--- config.mk ---
export PLATFORM = sky130hd
export DESIGN_NAME = uart_rx_fifo_flat
export DESIGN_NICKNAME = d
export VERILOG_FILES = /design/src/rtl/uart_rx_fifo_if.sv /design/src/rtl/uart_rx_fifo.sv /design/src/flat_wrapper.sv
export SDC_FILE = /design/constraint.sdc
export NUM_CORES = 1
export LEC_CHECK = 0
export CAP_MARGIN = 20
export CORE_ASPECT_RATIO = 1.1
export CORE_UTILIZATION = 50
export CTS_CLUSTER_SIZE = 30
export DETAILED_ROUTE_END_ITERATION = 10
export DONT_BUFFER_PORTS = 1
export GPL_ROUTABILITY_DRIVEN = 0
export PLACE_DENSITY = 0.61
export RECOVER_POWER = 25
export SYNTH_ARGS = -nofsm -noshare
export SYNTH_HDL_FRONTEND = slang
export SYNTH_SLANG_ARGS = --single-unit
--- constraint.sdc ---
create_clock -name i_clk -period 5 [get_ports i_clk]
set_input_delay 1 -clock i_clk [delete_from_list [all_inputs] [get_ports i_clk]]
set_output_delay 1 -clock i_clk [all_outputs]
set_load 0.005 [all_outputs]
--- src/rtl/uart_rx_fifo_if.sv ---
// ---------------------------------------------------------------------------
// uart_rx_fifo_if
// Purpose : bundles the receiver-side write strobe, the bus-side pop, and
//           the status/interrupt signals of the UART receive FIFO into one
//           connection.
// Modports:
//   slave  - the FIFO itself (takes i_* inputs, drives o_* outputs)
//   master - the surrounding logic (UART receiver + Wishbone register block)
// Signals:
//   i_flush      discard all contents
//   i_wr_en      receiver frame-done strobe (one cycle)
//   i_wr_data    9-bit received frame
//   i_rd_en      pop head entry
//   o_rd_data    head entry, 0 when empty
//   o_empty      fill level is zero
//   o_full       fill level is DEPTH
//   o_count      current fill level
//   i_ovf_clr    clear the sticky overflow flag
//   o_overflow   sticky: a frame was dropped because the FIFO was full
//   i_threshold  interrupt fill threshold, 0 disables
//   o_thresh_int level interrupt: fill level has reached the threshold
//   o_timeout    idle timeout flag
// ---------------------------------------------------------------------------
interface uart_rx_fifo_if #(
    parameter int DEPTH = 16
);
    localparam int CW = $clog2(DEPTH) + 1;

    logic          i_flush;
    logic          i_wr_en;
    logic [8:0]    i_wr_data;
    logic          i_rd_en;
    logic [8:0]    o_rd_data;
    logic          o_empty;
    logic          o_full;
    logic [CW-1:0] o_count;
    logic          i_ovf_clr;
    logic          o_overflow;
    logic [CW-1:0] i_threshold;
    logic          o_thresh_int;
    logic          o_timeout;

    modport slave (
        input  i_flush, i_wr_en, i_wr_data, i_rd_en, i_ovf_clr, i_threshold,
        output o_rd_data, o_empty, o_full, o_count, o_overflow, o_thresh_int,
               o_timeout
    );

    modport master (
        output i_flush, i_wr_en, i_wr_data, i_rd_en, i_ovf_clr, i_threshold,
        input  o_rd_data, o_empty, o_full, o_count, o_overflow, o_thresh_int,
               o_timeout
    );
endinterface

--- src/rtl/uart_rx_fifo.sv ---
// ---------------------------------------------------------------------------
// uart_rx_fifo
// Purpose : circular receive buffer between the UART receiver and the bus
//           register interface. Each completed 9-bit frame is pushed on a
//           one-cycle strobe; the bus pops the head entry, which is shown
//           first-word fall-through on o_rd_data. Reports fill level, full,
//           empty, a sticky overflow and a fill-threshold interrupt so the
//           CPU can service several frames per interrupt.
// Ports   :
//   i_clk  system clock
//   i_rst  synchronous active-high reset
//   bus    uart_rx_fifo_if.slave (see interface file for the signal list)
// Parameters:
//   DEPTH          number of 9-bit entries, power of two, >= 2
//   TIMEOUT_CYCLES idle cycles before o_timeout (optional feature only)
// Optional feature:
//   Define UART_RX_FIFO_TIMEOUT_EN to build the idle timeout counter. Without
//   it o_timeout is tied to 0 and TIMEOUT_CYCLES has no effect.
// ---------------------------------------------------------------------------
module uart_rx_fifo #(
    parameter int DEPTH          = 16,
    parameter int TIMEOUT_CYCLES = 1024
) (
    input  logic          i_clk,
    input  logic          i_rst,
    uart_rx_fifo_if.slave bus
);
    localparam int AW = $clog2(DEPTH);
    localparam int CW = AW + 1;

    logic [8:0]    r_mem [DEPTH];
    logic [AW-1:0] r_wr_ptr;
    logic [AW-1:0] r_rd_ptr;
    logic [CW-1:0] r_count;
    logic          r_overflow;

    logic w_empty;
    logic w_full;
    logic w_do_rd;
    logic w_do_wr;
    logic w_ovf_set;

    // Status comes straight from the registered count, so every flag moves
    // one cycle after the edge that changed the fill level.
    assign w_empty = (r_count == '0);
    assign w_full  = (r_count == CW'(DEPTH));

    // A pop on an empty FIFO is ignored. A push on a full FIFO is accepted
    // only when a pop frees the head slot in the same cycle.
    assign w_do_rd   = bus.i_rd_en && !w_empty;
    assign w_do_wr   = bus.i_wr_en && (!w_full || w_do_rd);
    assign w_ovf_set = bus.i_wr_en && w_full && !bus.i_rd_en && !bus.i_flush;

    // Storage array is not reset; a flush cycle never writes, so the frame
    // presented alongside a flush is discarded.
    always_ff @(posedge i_clk) begin
        if (w_do_wr && !bus.i_flush) begin
            r_mem[r_wr_ptr] <= bus.i_wr_data;
        end
    end

    // Pointers and fill level. Flush outranks any push/pop in the same
    // cycle. Pointers are exactly AW bits so they wrap on their own.
    always_ff @(posedge i_clk) begin
        if (i_rst || bus.i_flush) begin
            r_wr_ptr <= '0;
            r_rd_ptr <= '0;
            r_count  <= '0;
        end else begin
            if (w_do_wr) begin
                r_wr_ptr <= r_wr_ptr + AW'(1);
            end
            if (w_do_rd) begin
                r_rd_ptr <= r_rd_ptr + AW'(1);
            end
            case ({w_do_wr, w_do_rd})
                2'b10:   r_count <= r_count + CW'(1);
                2'b01:   r_count <= r_count - CW'(1);
                default: r_count <= r_count;
            endcase
        end
    end

    // Sticky overflow. A drop in the same cycle as a clear wins, so the CPU
    // never loses evidence of a dropped frame. Flush leaves it alone.
    always_ff @(posedge i_clk) begin
        if (i_rst) begin
            r_overflow <= 1'b0;
        end else if (w_ovf_set) begin
            r_overflow <= 1'b1;
        end else if (bus.i_ovf_clr) begin
            r_overflow <= 1'b0;
        end
    end

`ifdef UART_RX_FIFO_TIMEOUT_EN
    localparam int TW = $clog2(TIMEOUT_CYCLES + 1);

    logic [TW-1:0] r_idle_cnt;

    // Idle counter: restarts on any activity and counts only while frames
    // are waiting, saturating at the limit so the flag holds until serviced.
    // This catches a few frames that never reach the interrupt threshold.
    always_ff @(posedge i_clk) begin
        if (i_rst || bus.i_flush || w_do_wr || bus.i_rd_en) begin
            r_idle_cnt <= '0;
        end else if (!w_empty && (r_idle_cnt != TW'(TIMEOUT_CYCLES))) begin
            r_idle_cnt <= r_idle_cnt + TW'(1);
        end
    end

    assign bus.o_timeout = (r_idle_cnt == TW'(TIMEOUT_CYCLES));
`else
    assign bus.o_timeout = 1'b0;
`endif

    // Threshold of zero disables the interrupt; a threshold above DEPTH can
    // never be met because the count never exceeds DEPTH.
    assign bus.o_thresh_int = (bus.i_threshold != '0) && (r_count >= bus.i_threshold);

    assign bus.o_rd_data  = w_empty ? 9'h000 : r_mem[r_rd_ptr];
    assign bus.o_empty    = w_empty;
    assign bus.o_full     = w_full;
    assign bus.o_count    = r_count;
    assign bus.o_overflow = r_overflow;
endmodule

--- src/flat_wrapper.sv ---
// flat-port wrapper written by rule: the top's interface ports become plain ports
module uart_rx_fifo_flat 
#(
    parameter int DEPTH          = 16,
    parameter int TIMEOUT_CYCLES = 1024
)
  (i_clk, i_rst, bus_i_flush, bus_i_wr_en, bus_i_wr_data, bus_i_rd_en, bus_i_ovf_clr, bus_i_threshold, bus_o_rd_data, bus_o_empty, bus_o_full, bus_o_count, bus_o_overflow, bus_o_thresh_int, bus_o_timeout);
  uart_rx_fifo_if #(.DEPTH(DEPTH)) bus_i ();
  input  logic i_clk;
  input  logic i_rst;
  input wire logic [$bits(bus_i.i_flush)-1:0] bus_i_flush;
  input wire logic [$bits(bus_i.i_wr_en)-1:0] bus_i_wr_en;
  input wire logic [$bits(bus_i.i_wr_data)-1:0] bus_i_wr_data;
  input wire logic [$bits(bus_i.i_rd_en)-1:0] bus_i_rd_en;
  input wire logic [$bits(bus_i.i_ovf_clr)-1:0] bus_i_ovf_clr;
  input wire logic [$bits(bus_i.i_threshold)-1:0] bus_i_threshold;
  output wire logic [$bits(bus_i.o_rd_data)-1:0] bus_o_rd_data;
  output wire logic [$bits(bus_i.o_empty)-1:0] bus_o_empty;
  output wire logic [$bits(bus_i.o_full)-1:0] bus_o_full;
  output wire logic [$bits(bus_i.o_count)-1:0] bus_o_count;
  output wire logic [$bits(bus_i.o_overflow)-1:0] bus_o_overflow;
  output wire logic [$bits(bus_i.o_thresh_int)-1:0] bus_o_thresh_int;
  output wire logic [$bits(bus_i.o_timeout)-1:0] bus_o_timeout;
  assign bus_i.i_flush = bus_i_flush;
  assign bus_i.i_wr_en = bus_i_wr_en;
  assign bus_i.i_wr_data = bus_i_wr_data;
  assign bus_i.i_rd_en = bus_i_rd_en;
  assign bus_i.i_ovf_clr = bus_i_ovf_clr;
  assign bus_i.i_threshold = bus_i_threshold;
  assign bus_o_rd_data = bus_i.o_rd_data;
  assign bus_o_empty = bus_i.o_empty;
  assign bus_o_full = bus_i.o_full;
  assign bus_o_count = bus_i.o_count;
  assign bus_o_overflow = bus_i.o_overflow;
  assign bus_o_thresh_int = bus_i.o_thresh_int;
  assign bus_o_timeout = bus_i.o_timeout;
  uart_rx_fifo #(.DEPTH(DEPTH), .TIMEOUT_CYCLES(TIMEOUT_CYCLES)) u_core (.i_clk(i_clk), .i_rst(i_rst), .bus(bus_i));
endmodule
# [Word-level counts from Yosys, hierarchy flattened]
# Memories as Yosys holds them, arrays and structs flattened. A register that Yosys moved wholly into a read port is not among the register bits.
# Cells that the tools add are included.
[op_classes] n_eq_ne=3 order_cmp=1 reduce_logical=17 add_sub_neg=4 muxes=8
[op_table] cell="5-bit case mux with 2 select lines" n=1
[op_table] cell="9-bit 2-to-1 mux" n=1
[op_table] cell="4-bit by 1-bit adder with 4-bit output (second input constant)" n=2
[op_table] cell="4-bit 2-to-1 mux" n=2
[op_table] cell="1-bit logical AND" n=7
[op_table] cell="5-bit by 1-bit adder with 5-bit output (second input constant)" n=1
[op_table] cell="5-bit equality test (second input constant)" n=1
[op_table] cell="5-bit greater-or-equal comparator" n=1
[op_table] cell="5-bit logical NOT" n=1
[op_table] cell="5-bit nonzero test" n=1
[op_table] cell="5-bit by 1-bit subtractor with 5-bit output (second input constant)" n=1
[op_table] cell="1-bit logical NOT" n=4
[op_table] cell="1-bit 2-to-1 mux" n=4
[op_table] cell="2-bit nonzero test" n=2
[op_table] cell="2-bit by 1-bit equality test with 1-bit output (second input constant)" n=1
[op_table] cell="2-bit equality test (second input constant)" n=1
[op_table] cell="1-bit logical OR" n=2
[word_totals] out_inout_bits=19 mem_count=1 ff_bits=14 input_bits=20 wordCells=38 ramBits=144
[memory_table] name="u_core.r_mem" depth=16 word_bits=9 rd=1 rd_ports_with_merged_regs=1 write_ports=1 line_no="uart_rx_fifo.sv:31" source="logic [8:0] r_mem [DEPTH];"

# [Logic depth before layout (Yosys ltp)]
[logic_depth] depth_word=8 depth_mapped=10

# [Worst setup path before layout]
# Ideal clock, no wire load.
[synth_timing] path_kind="register -> output" startpoint="register (tool-made name)" endpoint="output bus_o_rd_data[0]" required_time_ns=4.000 stages_incl_launch_ff=6 arrival_ns=1.943 path_buffers=2 path_slack_ns=2.057 cell_sequence="dfxtp_1 -> buf_2 -> buf_2 -> mux4_2 -> mux4_2 -> nor2b_1"
[synth_lines] item="end, declared" line_no="flat_wrapper.sv:17" source="output wire logic [$bits(bus_i.o_rd_data)-1:0] bus_o_rd_data;"

==> flow_summary.yaml <==
clock_network:
  clk_pin_slew_ps: 60
  cts.sinks: 162
  cts_tree: "built"
  post_cts_buffers: 0
  ctsResizeCount: 0
  cts_max_level: 4
  clock_latency_ps: 420
  cts_buffer_depth: 2
  cts_root_buf: "clkbuf_16"
  postCtsHoldBufs: 0
  cts_buffers: 17
floorplan:
  rows: 43
  pin_count: 39
  die_x_um: 111.3
  start_util_pct: 51.75
  die_h_um: 122.2
  coreArea_sq_um: 12700
  dieArea_sq_um: 13610
synth:
  synth_common_cells: "edfxtp_1, mux4_2, nor2_1"
  synth_ff_type: "edfxtp_1"
  synth_enable_flop_cells: 144
  syn_avg_cell_area_sq_um: 18.88
  yosysSeqAreaShare_pct: 71.29
  async_flop_share_pct: 0
  ys_seq_elements: 162
  netlist.area_leader.share_pct: 65.80
  synth.most_common_cell: "edfxtp_1"
  netlist_area_sq_um: 6571
  yosysTopAreaCell: "edfxtp_1"
  synth.distinct_cells: 38
  synth.area.top_cells: "edfxtp_1, mux4_2, dfxtp_1"
  ys_warn_count: 0
  synthesis.nets: 380
  syn_inst: 348
cells_and_area:
  n_fill_cell: 973
  antennaDiodeCount: 0
  drive_gt1_share_pct: 27.15
  multi_input_comb_area_sq_um: 1778
  area_delta_synth_final_pct: 12.40
  regArea_sq_um: 4686
  final_net_count: 402
sta:
  finalHoldViolations: 0
  fin_crit_sh_pct: 74.71
  grt_setup_unrepaired: "false"
  fmax_mhz: 267.7
  setup_violations: 0
  holdWs_ps: 551.2
  final.setup.tns_ps: 0
  slew_headroom_pct: 30.60
  final-max-slew-violation-count: 0
  fin_skew_ps: 9.743
  fin_crit_ps: 3735
  worst_slew_pin_slew_ps: 1037
grt:
  grt_usage_pct: 20.75
  grt.overflow.total: 0
  grt_pass1_wl_um: 19530
  grt_pass1_vias: 3336
  use_met1_pct: 26.25
  grt_busiest_layer: "met2"
  antenna_found_initial: 0
  grt_use_met3_pct: 6.321
  gr-usage-met2_pct: 34.18
  grt_max_degree: 21
setup_path:
  worstSetupPathType: "flop to primary output"
  ff2ff_path_depth: 5
  worstPathArrival_ps: 2740
  critPathLaunchType: "flop"
  r2r_setup_slack_ps: 2540
  r2r_end: "u_core.r_mem[14][7]"
  crit_path_end_kind: "primary output"
  regToRegStartpoint: "u_core.bus.o_count[1]"
  critical_path_required_ps: 4000
  path_max_fanout: 17
pwr:
  total_power_mw: 2.699
  clockPowerShare_pct: 41.3
  swShare_pct: 20.37
  irDropWorstVdd_mv: 0.2294
  powerDensity_nw_per_um2: 365.4
  intPower_mw: 2.149
  power_frac_comb_pct: 3.5
  p_leak_nw: 2.363
  p_sw_uw: 549.7
  p_seq_share_pct: 55.2
detailed_routing:
  via_per_inst: 5.835
  num_vias: 3151
  wirelength_um: 12890
  drc: 4
  drtAntennaViolNets: 0
  dr.pass1.iters: 7
  wire_per_inst_um: 23.87
  drt_iter0_markers: 256
worst_hold_path:
  whs_path_depth: 2
  hold_path_class: "flop to flop"
  min_from: "u_core.r_rd_ptr[3]"
placement:
  hpwl_um: 8342
  portBuffers: 0
run_status:
  failed_checks: "design-rule violations"
  run_status: "finished with violations"
job:
  maxCapViolCount: 0
[cell type report]
class | instances | area share (%)
well taps | 157 | 2.660
repair buffers | 19 | 2.287
clock inverters | 13 | 0.9656
multi-input cells | 156 | 24.07
inverters | 14 | 0.7115
flip-flops and latches | 162 | 63.44
clock buffers | 19 | 5.861
[power groups by stage]
stage	sequential (mW)	combinational (mW)	clock (mW)
floorplan	1.51	0.0795	0
global placement	1.52	0.0926	0
detailed placement	1.52	0.0956	0
CTS	1.49	0.0957	1.13
global route	1.49	0.104	1.18
finish	1.49	0.0948	1.11
[per-stage QoR]
step	instance area, sq um	util (%)	instances	worst slack (ps)
floorplan	6571	-	348	2057
global placement	6795	53.52	500	1651
detailed placement	6874	54.14	507	1618
CTS	7378	58.11	539	1172
global route	7386	58.17	540	1060
finish	7386	58.17	540	1265
[worst max-delay path, stage by stage, from the launching register on]
cell and delay, ps:
dfxtp_2 710, buf_4 390, mux4_2 530, mux4_2 500
nor2b_1 170
[state kept, by name (all words and copies together), names as in the netlist, named ones only]
| signal | cells |
|---|---|
| u_core.r_rd_ptr | 4 |
| u_core.r_mem | 144 |
| u_core.bus.o_count | 5 |
| u_core.bus.o_overflow | 1 |
| u_core.r_wr_ptr | 4 |
[routing by layer]
layer	vias up	wire length, um
met5	-	0
li1	1416	-
met2	79	6483
met1	1644	5434
met4	0	182
met3	12	787
[cells in the final DEF, fill, tap and decap left out, types with 2 or more instances in the layout]
cell	instances
nor2_1	32
dfxtp_1	17
nand2_1	6
clkinv_4	2
mux2i_1	3
ha_1	12
clkinv_1	3
nor2b_1	12
a21oi_1	7
buf_4	12
xnor2_1	7
clkbuf_1	2
mux4_2	45
nand3_1	2
o21ai_2	2
nand2b_1	3
buf_6	7
edfxtp_1	144
clkbuf_16	17
clkinv_2	7
xor2_1	2
inv_1	14
o21ai_0	3
nor3_2	4
[worst max-delay path by stage]
stage,startpoint,to,slack [ps]
after floorplan,flop,bus_o_rd_data[0],2060
after global placement,flop,bus_o_rd_data[5],1650
after detailed placement,flop,bus_o_rd_data[8],1620
after CTS,flop,bus_o_rd_data[8],1170
after global routing,flop,bus_o_rd_data[8],1060
final,flop,bus_o_rd_data[5],1260
[kinds of logic after synthesis]
logic type,synth area share [%]
buffers and inverters,1.961
AO/OA/AOI/OAI,2.533
AND/OR/NAND/NOR,4.627
other,0.05707
flip-flops,71.29
adder cells (fa/ha/maj),2.285
XOR/XNOR,1.200
multiplexers,16.05
Note: power is estimated with default switching activity, not from simulation.
